## config.mk

```make
export PLATFORM = sky130hd
export DESIGN_NAME = image_data_irq_reader
export DESIGN_NICKNAME = d
export VERILOG_FILES = /design/src/rtl/image_data_pkg.sv /design/src/rtl/image_data_irq_reader.sv
export SDC_FILE = /design/constraint.sdc
export NUM_CORES = 1
export LEC_CHECK = 0
export CORE_MARGIN = 2
export CORE_UTILIZATION = 47
export DETAILED_ROUTE_END_ITERATION = 10
export PLACE_DENSITY = 0.88
export SKIP_CTS_REPAIR_TIMING = 1
export SLEW_MARGIN = 10
export SYNTH_ARGS = -nofsm -noshare
export SYNTH_HDL_FRONTEND = slang
export SYNTH_SLANG_ARGS = --single-unit
```

## constraint.sdc

```tcl
create_clock -name clk -period 1.8 [get_ports clk]
set_input_delay 0.27 -clock clk [delete_from_list [all_inputs] [get_ports clk]]
set_output_delay 0.27 -clock clk [all_outputs]
set_load 0.005 [all_outputs]
```

## src/rtl/image_data_pkg.sv

```systemverilog
// rtl/image_data_pkg.sv - PIO register map and FSM state encoding for the ImageData IRQ reader
package image_data_pkg;

    localparam logic [1:0] PIO_ADDR_DATA = 2'd0;
    localparam logic [1:0] PIO_ADDR_MASK = 2'd2;
    localparam logic [1:0] PIO_ADDR_EDGE = 2'd3;

    typedef enum logic [2:0] {
        INIT,
        IDLE,
        RD_EC_A,
        RD_EC_D,
        WR_EC,
        RD_DAT_A,
        RD_DAT_D,
        PUSH
    } state_t;

endpackage

```

## src/rtl/image_data_irq_reader.sv

```systemverilog
// rtl/image_data_irq_reader.sv - Avalon-MM initiator servicing the ImageData PIO IRQ; optional IMAGE_DATA_EVENT_CNT_EN
module image_data_irq_reader
    import image_data_pkg::*;
#(
    parameter logic [31:0] IRQ_MASK = 32'hFFFF_FFFF
) (
    input  logic        clk,
    input  logic        reset_n,
    output logic [1:0]  av_address,
    output logic        av_chipselect,
    output logic        av_write_n,
    output logic [31:0] av_writedata,
    input  logic [31:0] av_readdata,
    input  logic        pio_irq,
    output logic        out_valid,
    input  logic        out_ready,
    output logic [31:0] out_data,
    output logic [31:0] out_events,
    output logic        busy,
    output logic [15:0] event_count
);

    state_t      state;
    state_t      next_state;
    logic        init_issued;
    logic [31:0] ec_q;
    logic [31:0] ec_masked;

    assign ec_masked = av_readdata & IRQ_MASK;

    always_comb begin
        next_state = state;
        case (state)
            INIT:     next_state = init_issued ? IDLE : INIT;
            IDLE:     if (pio_irq) next_state = RD_EC_A;
            RD_EC_A:  next_state = RD_EC_D;
            RD_EC_D:  next_state = (ec_masked == 32'd0) ? IDLE : WR_EC;
            WR_EC:    next_state = RD_DAT_A;
            RD_DAT_A: next_state = RD_DAT_D;
            RD_DAT_D: next_state = PUSH;
            PUSH:     if (out_ready) next_state = IDLE;
            default:  next_state = INIT;
        endcase
    end

    // Bus outputs are registered from next_state. INIT spends its first cycle
    // after reset arming the mask write, which then appears on the bus while INIT is held.
    always_ff @(posedge clk) begin
        if (!reset_n) begin
            state         <= INIT;
            init_issued   <= 1'b0;
            ec_q          <= 32'd0;
            av_address    <= 2'd0;
            av_chipselect <= 1'b0;
            av_write_n    <= 1'b1;
            av_writedata  <= 32'd0;
            out_valid     <= 1'b0;
            out_data      <= 32'd0;
            out_events    <= 32'd0;
            busy          <= 1'b1;
        end else begin
            state         <= next_state;
            busy          <= (next_state != IDLE);
            out_valid     <= (next_state == PUSH);
            av_chipselect <= 1'b0;
            av_write_n    <= 1'b1;

            if (state == INIT) init_issued <= 1'b1;
            if (state == RD_EC_D) ec_q <= ec_masked;
            if (state == RD_DAT_D) begin
                out_data   <= av_readdata;
                out_events <= ec_q;
            end

            case (next_state)
                INIT: begin
                    if (!init_issued) begin
                        av_address    <= PIO_ADDR_MASK;
                        av_chipselect <= 1'b1;
                        av_write_n    <= 1'b0;
                        av_writedata  <= IRQ_MASK;
                    end
                end
                RD_EC_A: begin
                    av_address    <= PIO_ADDR_EDGE;
                    av_chipselect <= 1'b1;
                end
                // Clearing only the serviced bits keeps later edges pending in the PIO.
                WR_EC: begin
                    av_address    <= PIO_ADDR_EDGE;
                    av_chipselect <= 1'b1;
                    av_write_n    <= 1'b0;
                    av_writedata  <= ec_masked;
                end
                RD_DAT_A: begin
                    av_address    <= PIO_ADDR_DATA;
                    av_chipselect <= 1'b1;
                end
                default: begin
                end
            endcase
        end
    end

`ifdef IMAGE_DATA_EVENT_CNT_EN
    logic [15:0] event_cnt_q;

    always_ff @(posedge clk) begin
        if (!reset_n) begin
            event_cnt_q <= 16'd0;
        end else if (state == PUSH && out_valid && out_ready && event_cnt_q != 16'hFFFF) begin
            event_cnt_q <= event_cnt_q + 16'd1;
        end
    end

    assign event_count = event_cnt_q;
`else
    assign event_count = 16'd0;
`endif

endmodule
```

==> summary.md <==
| Metric | Value |
|---|---|
| Crit path capture type | `primary output` |
| Top_reg_cell synth | `dfxtp_1` |
| Area grow syn2layout | `45.5%` |
| Die footprint | `11800 µm²` |
| Reg-to-reg endpoint | `busy` |
| Peak VDD IR | `0.640 mV` |
| Sink Count | `138` |
| Fin. Hold Viols | `0` |
| Worst path slowest cell | `clkdlybuf4s50_1` |
| Post-synth top area cell | `dfxtp_1` |
| Critical Path AT | `1430 ps` |
| Filler cell count in the final layout | `847` |
| Synth Cell Area | `5170 µm²` |
| Antenna violations before repair | `0` |
| Fin. max-slew vios | `0` |
| Vias/cell | `5.37` |
| CTS tree | `done` |
| Drt first-iter violations | `545` |
| Gate Count Post-Synth | `629` |
| Max-cap viol count | `0` |
| Sequential area share after synthesis | `53.5%` |
| Inserted Diodes | `0` |
| Tot GR Track Use | `27.1%` |
| Final design utilization | `69.7%` |
| Residual DRC count | `0` |
| Final WS setup | `101 ps` |
| H-tree lvl count | `4` |
| FFs w/ async S/R, synth | `0%` |
| Hold Crit Start | `reset_n` |
| CTS buffer count | `17` |
| DR pass1 iterations | `5` |
| Die Width | `109 µm` |
| IO Port Bufs | `137` |
| Number of global-route vias before repair | `4769` |
| Critical Path RT | `1530 ps` |
| Post-Syn Area per Cell | `8.21 µm²` |
| Status | `complete, no violations` |
| Worst hold path class | `primary input to register` |
| Leak | `2.82 nW` |
| Drt total wl | `15800 µm` |
| Detail Route Antenna Nets | `0` |
| Critical path peak fanout | `2` |
| Hold path endpoint | `av_address[0]` |
| Max Buffers Root-to-Sink | `2` |
| Cells taking the most area after synthesis | `dfxtp_1, nand2_1, a21oi_1` |
| Dpl ws | `-340 ps` |
| Synth Register Bits | `138` |
| Largest delay contributor family on the critical path | `buffers and inverters` |
| Number of distinct library cells after synthesis | `40` |
| Vias | `5073` |
| GP Congestion | `0.897` |
| Post-synth top area share | `53.5%` |
| Critical path's largest stage delay | `530 ps` |
| Post-DP HPWL | `11300 µm` |
| Remaining global-route overflow | `0` |
| Warnings from Yosys | `0` |
| Area of the core | `10800 µm²` |
| Nets | `828` |
| Setup violators final | `0` |
| Worst r2r src | `state[0]` |
| Clk_skew | `5.58 ps` |
| Power share of the clock group | `38.4%` |
| Worst-margin pin slew | `487 ps` |
| Cells on worst reg2reg path | `4` |
| Boundary pin count | `154` |
| Clock root cell | `clkbuf_8` |
| Sequential power share | `40.4%` |
| RSZ-0062 raised after global routing | `false` |
| Clk slew on worst S/H paths | `60 ps` |
| Row Count | `38` |
| Slew margin rel. | `67.2%` |
| Starting Density | `47.9%` |
| First-pass GRT wire length | `24400 µm` |
| Tcrit/Tclk final | `94.4%` |
| Non-filler cells, final | `944` |
| Placed insts | `913` |
| CP Class | `register to primary output` |
| Hold depth | `4` |
| Buffer and inverter count on the worst path | `1` |
| Max Clock Freq | `589 MHz` |
| Fraction of layout cells with a size suffix above 1 | `13.6%` |
| Die Y | `109 µm` |
| Reg-to-reg setup timing slack | `150 ps` |
| Largest net degree at the start of global routing | `43` |
| Internal Pwr Total | `6.60 mW` |
| Routed WL per cell | `16.8 µm` |
| Logic pwr share | `21.2%` |
| Period minus WS final | `1700 ps` |
| Clk_lat worst skew | `520 ps` |
| Psw | `2.45 mW` |
| Power per Cell Area | `1200 nW/µm²` |
| Kind of start point of the critical path | `register` |
| Cell-by-cell trace of the critical path | `clkdlybuf4s50_1` |
| Number of flops mapped to enable cells by yosys | `0` |
| Switching Share | `27.1%` |
## layout by cell type (no fill, tap or decap), types with 2 or more instances in the layout
master,synthesis,routed
nand2_1,243,243
dfxtp_1,138,138
clkdlybuf4s50_1,0,136
a21oi_1,101,101
buf_4,16,49
conb_1,1,16
clkbuf_16,0,16
o221a_2,14,14
o2bb2ai_1,14,14
nor4_1,8,8
buf_12,0,6
inv_1,6,5
nor2_1,5,5
nand4_1,3,3
o221a_1,3,3
clkinvlp_4,0,3
inv_6,0,3
bufinv_16,0,3
a211oi_1,2,2
and2_1,2,2
or3_1,2,2
o22ai_1,2,2
nand3_1,3,2
clkbuf_8,0,2
clkinv_4,0,2
clkinv_2,0,2
## worst max path at each step
stage,from,endpoint,slack (ps),cells past startpoint
finish,av_writedata[0],av_writedata[0],100,1
global route,av_readdata[10],busy,3,5
CTS,av_writedata[0],av_writedata[0],80,1
detailed placement,av_readdata[2],busy,-340,5
global placement,av_readdata[2],busy,-350,5
floorplan,state[0],av_writedata[17],420,6
## layer usage
metal / part of all wire [%] / routed length (µm) / vias to the layer above / global-route usage [%]
li1: - / - / 2410 / -
met5: 0 / 0 / - / 0
met2: 48 / 7540 / 230 / 42.8
met3: 7.3 / 1160 / 32 / 5.86
met4: 2.4 / 373 / 0 / 11.3
met1: 43 / 6760 / 2401 / 35.9
## power groups by stage
stage          clock [mW]  combinational (mW)  sequential, mW
2_1_floorplan           0               0.852            3.67
3_3_place_gp            0                1.84            3.70
3_5_place_dp            0                1.89            3.70
4_1_cts              3.52                1.91            3.65
5_1_grt              3.64                2.07            3.68
6_report             3.47                1.92            3.66
## state kept, by name, indices dropped and copies added, names as in the netlist
register / count
state: 3
av_writedata: 32
out_events: 32
out_data: 32
ec_q: 32
av_write_n: 1
init_issued: 1
out_valid: 1
busy: 1
av_address: 2
av_chipselect: 1
## cell usage after synthesis (3+ instances only)
cell	number
a21oi_1	101
buf_2	18
buf_4	16
clkbuf_1	25
dfxtp_1	138
inv_1	6
nand2_1	243
nand3_1	3
nand4_1	3
nor2_1	5
nor4_1	8
o221a_1	3
o221a_2	14
o2bb2ai_1	14
## through the flow
stage          hold slack [ps]  setup TNS (ps)  power, mW  instance area, µm²
3_5_place_dp               447          -10430       5.60                6920
2_1_floorplan              362               0       4.52                5220
3_3_place_gp               441          -10930       5.54                6920
4_1_cts                    196               0       9.08                7520
5_1_grt                    226               0       9.39                7520
6_report                   216               0       9.05                7520
## kinds of logic after synthesis
| kind of cell | count (synthesis) | share of synthesized area [%] |
|---|---|---|
| other | 1 | 0.0726 |
| DFF | 138 | 53.5 |
| and+or+nand+nor | 275 | 21.5 |
| buffers and inverters | 69 | 6.90 |
| AOI/OAI and AO/OA | 146 | 18.1 |
## layout make-up
type,count,area (µm²),share of cell area (%)
tap,140,175,2.33
clock buffer,18,428,5.69
timing repair buffer,192,1850,24.7
multi-input combinational,437,2110,28.1
clock inverter,13,166,2.21
inverter,6,22.5,0.300
sequential,138,2760,36.7
No activity file was read; power rests on OpenSTA's default activity.
